<file path="src/rtl/aclk_pkg.sv">
// Shared key codes, state encoding and key classification helpers for the alarm-clock sequencer.
package aclk_pkg;

    localparam logic [3:0] KEY_ALARM = 4'hA;
    localparam logic [3:0] KEY_TIME  = 4'hB;
    localparam logic [3:0] KEY_NONE  = 4'hF;

    typedef logic [2:0] state_t;

    localparam state_t ST_SHOW_TIME    = 3'd0;
    localparam state_t ST_SHOW_ALARM   = 3'd1;
    localparam state_t ST_KEY_WAITED   = 3'd2;
    localparam state_t ST_KEY_ENTRY    = 3'd3;
    localparam state_t ST_WAIT_RELEASE = 3'd4;

    function automatic logic is_digit(input logic [3:0] k);
        return k <= 4'd9;
    endfunction

    // Codes 4'hC..4'hE are unused on the keypad and behave like no key at all.
    function automatic logic is_none(input logic [3:0] k);
        return !is_digit(k) && (k != KEY_ALARM) && (k != KEY_TIME);
    endfunction

endpackage

</file>
<file path="src/rtl/aclk_key_buffer.sv">
// Four-digit BCD entry buffer; newest digit in [3:0], oldest digit drops off the top.
module aclk_key_buffer
    import aclk_pkg::*;
(
    input  logic        clk,
    input  logic        rst_n,
    input  logic        clear_load,
    input  logic        shift,
    input  logic [3:0]  digit,
    output logic [15:0] key_buffer
);

    always_ff @(posedge clk or negedge rst_n) begin
        if (!rst_n) begin
            key_buffer <= 16'h0000;
        end else if (clear_load) begin
            key_buffer <= {12'h000, digit};
        end else if (shift) begin
            key_buffer <= {key_buffer[11:0], digit};
        end
    end

endmodule

</file>
<file path="src/rtl/aclk_controller.sv">
// Alarm-clock display sequencer: keypad decode, digit entry, alarm/time load strobes.
// Optional KEY_ENTRY inactivity timeout is built when ACLK_TIMEOUT_EN is defined.
//
// state           | meaning
// ST_SHOW_TIME    | idle, display shows the running time
// ST_SHOW_ALARM   | ALARM held, display shows the alarm time
// ST_KEY_WAITED   | digit captured, waiting for key release
// ST_KEY_ENTRY    | released, waiting for next digit / ALARM / TIME
// ST_WAIT_RELEASE | load strobe issued, waiting for ALARM/TIME release
module aclk_controller
    import aclk_pkg::*;
#(
    parameter int unsigned TIMEOUT_S = 10
) (
    input  logic        clk,
    input  logic        rst_n,
    input  logic        one_second,
    input  logic [3:0]  key,
    output logic [15:0] key_buffer,
    output logic        show_a,
    output logic        show_new_time,
    output logic        load_new_a,
    output logic        load_new_c
);

    state_t state;
    state_t next_state;
    logic   clear_load;
    logic   shift;
    logic   go_a;
    logic   go_c;
    logic   cnt_clr;
    logic   timeout_hit;

`ifdef ACLK_TIMEOUT_EN
    logic [3:0] timeout_cnt;
    logic       tick_idle;

    assign tick_idle   = (state == ST_KEY_ENTRY) && is_none(key) && one_second;
    assign timeout_hit = tick_idle && (({1'b0, timeout_cnt} + 5'd1) >= 5'(TIMEOUT_S));

    always_ff @(posedge clk or negedge rst_n) begin
        if (!rst_n) begin
            timeout_cnt <= 4'd0;
        end else if (cnt_clr) begin
            timeout_cnt <= 4'd0;
        end else if (tick_idle && (timeout_cnt != 4'hF)) begin
            timeout_cnt <= timeout_cnt + 4'd1;
        end
    end
`else
    logic unused_timeout;

    assign unused_timeout = ^{one_second, cnt_clr, 4'(TIMEOUT_S)};
    assign timeout_hit    = 1'b0;
`endif

    always_comb begin
        next_state = state;
        clear_load = 1'b0;
        shift      = 1'b0;
        go_a       = 1'b0;
        go_c       = 1'b0;
        cnt_clr    = 1'b0;
        case (state)
            ST_SHOW_TIME: begin
                if (is_digit(key)) begin
                    clear_load = 1'b1;
                    next_state = ST_KEY_WAITED;
                end else if (key == KEY_ALARM) begin
                    next_state = ST_SHOW_ALARM;
                end
            end
            ST_SHOW_ALARM: begin
                if (is_none(key)) next_state = ST_SHOW_TIME;
            end
            ST_KEY_WAITED: begin
                if (is_none(key)) begin
                    cnt_clr    = 1'b1;
                    next_state = ST_KEY_ENTRY;
                end
            end
            ST_KEY_ENTRY: begin
                // Any real key outranks a coincident one_second tick.
                if (is_digit(key)) begin
                    shift      = 1'b1;
                    next_state = ST_KEY_WAITED;
                end else if (key == KEY_ALARM) begin
                    go_a       = 1'b1;
                    next_state = ST_WAIT_RELEASE;
                end else if (key == KEY_TIME) begin
                    go_c       = 1'b1;
                    next_state = ST_WAIT_RELEASE;
                end else if (timeout_hit) begin
                    next_state = ST_SHOW_TIME;
                end
            end
            ST_WAIT_RELEASE: begin
                if (is_none(key)) next_state = ST_SHOW_TIME;
            end
            default: next_state = ST_SHOW_TIME;
        endcase
    end

    always_ff @(posedge clk or negedge rst_n) begin
        if (!rst_n) begin
            state      <= ST_SHOW_TIME;
            load_new_a <= 1'b0;
            load_new_c <= 1'b0;
        end else begin
            state      <= next_state;
            load_new_a <= go_a;
            load_new_c <= go_c;
        end
    end

    assign show_a        = (state == ST_SHOW_ALARM);
    assign show_new_time = (state == ST_KEY_WAITED) || (state == ST_KEY_ENTRY);

    aclk_key_buffer u_key_buffer (
        .clk        (clk),
        .rst_n      (rst_n),
        .clear_load (clear_load),
        .shift      (shift),
        .digit      (key),
        .key_buffer (key_buffer)
    );

endmodule

</file>
<file path="config.mk">
export PLATFORM = sky130hd
export DESIGN_NAME = aclk_controller
export DESIGN_NICKNAME = d
export VERILOG_FILES = /design/src/rtl/aclk_pkg.sv /design/src/rtl/aclk_key_buffer.sv /design/src/rtl/aclk_controller.sv
export SDC_FILE = /design/constraint.sdc
export NUM_CORES = 1
export LEC_CHECK = 0
export CORE_MARGIN = 2
export CORE_UTILIZATION = 30
export DETAILED_ROUTE_END_ITERATION = 8
export GPL_TIMING_DRIVEN = 0
export PLACE_DENSITY = 0.62
export SYNTH_ARGS = -nofsm -noshare
export SYNTH_HDL_FRONTEND = slang
export SYNTH_HIERARCHICAL = 1
export SYNTH_SLANG_ARGS = --single-unit
</file>
<file path="constraint.sdc">
create_clock -name clk -period 1.76 [get_ports clk]
set_clock_uncertainty 0.15 [all_clocks]
set_input_delay 0.176 -clock clk [delete_from_list [all_inputs] [get_ports clk]]
set_output_delay 0.176 -clock clk [all_outputs]
set_load 0.1 [all_outputs]
</file>
After elaboration in Yosys (flattened, before gate mapping):

Index checks and enable logic that the tools add are counted.

* output and inout port bits: 20
* memory bits (read-only): 0
* memories: 0
* bits in writable memories: 0
* bits of input ports: 7
* logic and storage cells: 45
* bits in latches: 0
* flip-flop bits (word level): 21

* multiply operators: 0
* reductions and logical operators: 8
* bitwise logic cells: 0
* $add $sub $neg: 0
* $lt $le $gt $ge: 1
* equality and inequality tests: 12
* multiplexer cells: 20
* divide/modulo/power cells: 0
* shifts and indexed selects: 0

Operator list (number)
* 16-bit two-way mux: 2
* 3-bit two-way mux: 7
* 4-bit != test, second input constant: 3
* 3-bit case mux with 4 select lines: 1
* 1-bit two-way mux: 10
* 4-bit equality test, second input constant: 2
* 3-bit by 2-bit equality test with 1-bit output, second input constant: 2
* 4-bit <= comparator, second input constant: 1
* 4-bit AND reduction: 1
* 3-bit by 1-bit equality test with 1-bit output, second input constant: 1
* 3-bit equality test, second input constant: 1
* 3-bit logical NOT: 1
* 3-bit != test, second input constant: 1
* 1-bit logical AND: 2
* 2-bit by 1-bit != test with 1-bit output, second input constant: 1
* 2-bit != test, second input constant: 1
* 2-bit nonzero test: 1
* 2-bit OR reduction: 1
* 1-bit logical NOT: 1
* 1-bit logical OR: 1

Logic depth before layout (Yosys ltp):

Gate-level depths: netlist (run 1).

* depth in word-level cells: 6
* mapped depth: 6
* depth with buffers taken out: 4

Modules after synthesis:

The synthesis (run 1) kept the hierarchy.

Modules (own cells, without submodules)
* aclk_key_buffer: seq. area each 400.4 um^2, cells an instance 48, times used 1, area each 673.1 um^2
* aclk_controller: seq. area each 125.1 um^2, cells an instance 26, times used 1, area each 265.3 um^2

Least setup slack after synthesis (run 1):

OpenSTA, ideal clock, no wires.

* kind: register to register
* start: reg state[1]
* end: reg state[0]
* clock period less this slack: 2.323 ns
* data required time: 1.537 ns
* setup time: 0.073 ns
* buffers on the path: 0
* cell stages (with the launch flop): 3
* slack: -0.563 ns
* arrival time: 2.100 ns
* cells stage by stage: dfrtp_1 -> nor2b_1 -> a32o_1

* cells in the longest elaborated chain, start to end: 4
* elaborated cells on any way between the ends: 12
* those cells by class: eq/ne: 8; mux: 1; reduce/logical: 3

Ends and longest elaborated chain
* start, declared: RTL line aclk_controller.sv:26 `state_t state;`
* start signal, assigned: RTL line aclk_controller.sv:111 `state <= next_state;`
* 3-bit by 1-bit equality test with 1-bit output or 3-bit equality test (tied branches): RTL line aclk_controller.sv:65 `case (state)`
* 2-bit OR reduction (no source line)
* 2-bit by 1-bit != test with 1-bit output (no source line)
* 4-bit AND reduction (no source line)

Parallel ways exist; a longest one is shown, timed or not.
A chain may end at the register's enable or synchronous reset.

Worst setup path after layout (run 1):

* start: reg state[1]
* end: out show_a

* cells in the longest elaborated chain, start to end: 1

Ends and longest elaborated chain
* 3-bit by 1-bit equality test with 1-bit output: RTL line aclk_controller.sv:117 `assign show_a = (state == ST_SHOW_ALARM);`
* end, declared: RTL line aclk_controller.sv:20 `output logic show_a,`

Every way passes these cells.

==> out/results.ini, run 1 <==
[clock_tree]
ctsLongestPathBuffers=2
clkSlewWorstSetupHoldPaths_ns=0.12
cts_sinks=21
numCtsBuffers=3
h-tree-depth=1
cts_tree=done
ctsRootBufferMaster=clkbuf_4
clk_latency_ns=0.30

[global_routing]
grt_pass1_wl_mm=2.987
antenna_found_initial=0
grt_max_degree=22
grt_pass1_vias=663
grt_overflow=0
grt_usage_pct=11.23

[floorplanning]
design.die.area_sq_um=3592
die_h_um=59.93
initial_utilization_pct=31.25
core-area_sq_um=3003
rows=20
io-pin-count=27
die_w_um=59.93

[final_layout]
num-fill-cells=293
drive_gt1_share_pct=39.81
synthToLayoutAreaGrowth_pct=43.33
nets=116
antenna_cells=0
regArea_sq_um=528.0
multiInputGateArea_sq_um=396.6

[sta]
hold_viol=0
period_share_pct=96.29
whs_ns=0.2337
setup_viol=0
relSlewSlack_pct=37.30
worst_pin_slew_ns=0.9375
period_minus_slack_ns=1.695
maxSlewViolCount=0
max_clock_freq_ghz=0.5901

[placed_design]
post-dp-hpwl_mm=1.292
gp_congestion=0.7871
numPortBuffers=25

[critical_path]
cp.required_ns=1.43
critPathLaunch=state[1]$_DFFE_PN0P_
cpPeakStageDelay_ns=0.48
cp-end-kind=output port
cpMaxStageDelayCell=dfrtp_2
path_cells=and2b_1 -> and2_1 -> buf_8
critical_path_class=reg2out
start_kind=flop
path_max_fanout=7
rr_startpoint=state[2]$_DFFE_PN0P_
arrival_ns=1.37

[synth]
ys_seq_area_share_pct=56.00
synth_area_leaders=dfrtp_1 (56%), mux2i_1 (13%), mux2_4 (6.4%)
syn-num-nets=81
synthDominantCellAreaShare_pct=56.00
synth_cell_type_count=25
netlist_area_sq_um=938.4
synth-seq-cells=21
yosysTopAreaCell=dfrtp_1
synth.avg_cell_area_sq_um=12.68
synthCells=74
yosysWarnings=6

[routing]
top_layer=met3
wl_per_cell_um=13.25
dr_wl_met3_um=74
routed_wl_mm=1.868
wl_met1_um=859
dr.pass1.iters=4
wl_met2_um=933
drc_errors=0
vias=650
drt_iter0_markers=4
viasPerCell=4.610
antenna_left=0

[outcome]
status=finished clean

[job]
maxCapViolations=0

[hold_path]
hp-class=in2async

==> state kept, by name, indices dropped and copies added, names as in the netlist <==
| register | flops |
|---|---|
| u_key_buffer/key_buffer | 16 |
| load_new_c | 1 |
| load_new_a | 1 |
| state | 3 |
==> per-layer routing <==
layer	track usage, %	vias up
met5	0	-
met4	4.762	0
met3	1.948	0
met2	18.32	13
met1	14.58	310
li1	-	327
==> cell families after synthesis <==
family                 after synthesis  synth area share, %
and+or+nand+nor                     28                16.53
DFF                                 21                56.00
muxes                               16                19.20
AOI/OAI and AO/OA                    5                3.999
buffers and inverters                4                4.266
==> critical path: cells and delay by family (launching register included) <==
family                 cells  cell delay (ns)
DFF                        1             0.48
and+or+nand+nor            2             0.38
buffers and inverters      1             0.20
==> cell usage after synthesis (all sizes together) <==
| cell type | instances |
|---|---|
| a2111oi | 1 |
| a21oi | 1 |
| a32o | 1 |
| and2 | 2 |
| and2b | 1 |
| buf | 3 |
| dfrtp | 21 |
| inv | 1 |
| mux2 | 4 |
| mux2i | 12 |
| nand2 | 1 |
| nand3b | 1 |
| nor2 | 14 |
| nor2b | 2 |
| nor3 | 2 |
| nor4 | 1 |
| nor4b | 1 |
| o21ai | 1 |
| o311ai | 1 |
| or2 | 1 |
| or2b | 2 |
==> timing repair <==
item | CTS | global route
endpoints found under the setup margin | 34 | 15
hold buffers | 0 | 0
resized for setup | 68 | 5
setup buffers | 2 | 3
pin swaps | 0 | 1
==> layout by cell type (no fill, tap or decap), drive strengths merged <==
master / netlist / layout
nand2: 1 / 1
a2111oi: 1 / 1
clkdlybuf4s15: 0 / 18
or2b: 2 / 2
and2: 2 / 2
o311ai: 1 / 1
a32o: 1 / 1
and2b: 1 / 1
nand3b: 1 / 1
clkdlybuf4s50: 0 / 5
or2: 1 / 1
a21oi: 1 / 1
nor4b: 1 / 1
nor4: 1 / 1
o21ai: 1 / 1
inv: 1 / 1
nor2b: 2 / 2
nor2: 14 / 14
mux2i: 12 / 12
nor3: 2 / 2
clkbuf: 0 / 4
buf: 3 / 10
mux2: 4 / 4
dfrtp: 21 / 21
==> area by class of cell <==
type                       instances  area share [%]
multi-input combinational         49           29.49
clock buffer                       4           1.953
tap                               33           3.070
timing repair buffer              30           23.26
buffer                             3           2.698
inverter                           1          0.2791
sequential                        21           39.26
==> stage by stage <==
| step | std cells | instance area [sq um] | setup TNS [ns] | utilization [%] | worst slack, ns |
|---|---|---|---|---|---|
| final | 141 | 1345 | 0 | 44.79 | 0.06523 |
| after global routing | 141 | 1345 | -0.01468 | 44.79 | -0.01468 |
| after CTS | 138 | 1310 | 0 | 43.63 | 0.01946 |
| after detailed placement | 132 | 1239 | -8.176 | 41.25 | -0.4849 |
| after global placement | 132 | 1239 | -7.636 | 41.25 | -0.4584 |
| after floorplan | 74 | 947.2 | -0.01099 | - | -0.01099 |
==> final timing paths <==
| kind | slack, ns | cells after the start | end |
|---|---|---|---|
| worst max-delay path | 0.07 | 3 | show_a |
| worst min-delay path | 0.23 | 1 | u_key_buffer/key_buffer[13]$_DFFE_PN0P_ |
| worst max register to register | 0.17 | 6 | u_key_buffer/key_buffer[8]$_DFFE_PN0P_ |
| worst min register to register | 0.38 | 2 | u_key_buffer/key_buffer[14]$_DFFE_PN0P_ |
| max in group asynchronous | 0.59 | 1 | state[2]$_DFFE_PN0P_ |
| min in group clk | 0.35 | 2 | load_new_a$_DFF_PN0_ |
Power of run 1 is left out: the tool's default activity adds up to more than one toggle a clock period on the data nets, which glitch-free logic cannot reach.
==> run 2: changes to the inputs <==
- CAP_MARGIN: default -> 20
- CTS_BUF_LIST: default -> sky130_fd_sc_hd__clkbuf_4 sky130_fd_sc_hd__clkbuf_8 sky130_fd_sc_hd__clkbuf_16
- SLEW_MARGIN: default -> 30
==> out/results.ini, run 2 (synthesis gave the netlist of run 1 again) <==
[clock_tree]
ctsRootBufferMaster=clkbuf_4
cts_tree=done
ctsLongestPathBuffers=2
clk_latency_ns=0.30
numCtsBuffers=3
h-tree-depth=1
cts_sinks=21
clkSlewWorstSetupHoldPaths_ns=0.12

[sta]
maxSlewViolCount=0
max_clock_freq_ghz=0.5908
worst_pin_slew_ns=0.5503
relSlewSlack_pct=63.48
period_minus_slack_ns=1.693
fin_ws_ns=0.06725
whs_ns=0.1998
setup_viol=0
hold_viol=0
period_share_pct=96.18

[global_routing]
antenna_found_initial=0
grt_pass1_wl_mm=2.973
grt_max_degree=22
grt_usage_pct=11.18
grt_overflow=0
grt_pass1_vias=661

[final_layout]
largest_reg_flops=16
final_cell_mix=dfrtp_1 (19), clkdlybuf4s15_2 (18), nor2_1 (13)
largest_register=u_key_buffer/key_buffer
nets=117
top_regs=u_key_buffer/key_buffer (16), state (3)
final_common_cell=dfrtp_1
synthToLayoutAreaGrowth_pct=44.27
antenna_cells=0
drive_gt1_share_pct=41.28

[critical_path]
r2r_slack_ns=0.17
path_cells=and2b_1 -> and2_1 -> buf_8
cp-end-kind=output port
cpPeakStageDelay_ns=0.48
rr_startpoint=state[2]$_DFFE_PN0P_
r2r_end=u_key_buffer/key_buffer[11]$_DFFE_PN0P_
start_kind=flop
arrival_ns=1.37
critical_path_class=reg2out
cpMaxStageDelayCell=dfrtp_2
worst_r2r_path_depth=6
path_max_fanout=7
cp.required_ns=1.43

[routing]
antenna_left=0
vias=658
viasPerCell=4.634
drt_iter0_markers=7
dr.pass1.iters=4
wl_per_cell_um=13.18
routed_wl_mm=1.871
drc_errors=0

[placed_design]
post-place-ws_ns=-0.4849
numPortBuffers=25
post-dp-hpwl_mm=1.292
gp_congestion=0.7871

[floorplanning]
die_h_um=59.93
design.die.area_sq_um=3592
core-area_sq_um=3003
initial_utilization_pct=31.25
rows=20
io-pin-count=27
die_w_um=59.93

[outcome]
status=finished clean

[job]
maxCapViolations=0

[hold_path]
hp-class=in2async

run 2: area by class of cell:
cell class	instances	area [sq um]
clock buffer	4	30.03
sequential	21	528.0
timing repair buffer	31	317.8
multi-input combinational	49	396.6
tap	33	41.29
fill	293	1649
buffer	3	36.28
inverter	1	3.754
run 2: what timing repair did:
item | in CTS | in global routing
endpoints found under the setup margin | 34 | 15
hold endpoints to repair | 0 | 21
hold buffers | 0 | 1
resized for setup | 67 | 6
pin swaps | 0 | 1
buffers inserted | 2 | 3
run 2: worst max path at each step:
stage	from	to	slack (ns)
6_report	state[1]$_DFFE_PN0P_	show_a	0.07
5_1_grt	state[1]$_DFFE_PN0P_	show_a	-0.01
4_1_cts	state[1]$_DFFE_PN0P_	show_a	-0.02
3_5_place_dp	key[2]	u_key_buffer/key_buffer[0]$_DFFE_PN0P_	-0.48
3_3_place_gp	state[1]$_DFFE_PN0P_	show_a	-0.46
2_1_floorplan	state[1]$_DFFE_PN0P_	state[0]$_DFFE_PN0P_	-0.01
run 2: worst max-delay path: cells and delay by family, from the launching register on:
family	cells	cell delay [ns]
simple gates	2	0.38
flops	1	0.48
buf+inv	1	0.20
run 2: routing by layer:
metal / vias to the layer above / global-route usage (%) / part of all wire, %
li1: 330 / - / -
met2: 13 / 18.32 / 49
met1: 315 / 14.44 / 47
met4: 0 / 4.762 / 0
met3: 0 / 1.948 / 4.3
met5: - / 0 / 0
run 2: metrics by stage:
step | instances | TNS [ns] | instance area [sq um] | util (%)
5_1_grt | 142 | -0.01290 | 1354 | 45.08
4_1_cts | 138 | -0.01748 | 1310 | 43.63
2_1_floorplan | 74 | -0.01099 | 947.2 | -
3_5_place_dp | 132 | -8.176 | 1239 | 41.25
3_3_place_gp | 132 | -7.636 | 1239 | 41.25
6_report | 142 | 0 | 1354 | 45.08
Power of run 2 is left out for the same reason.
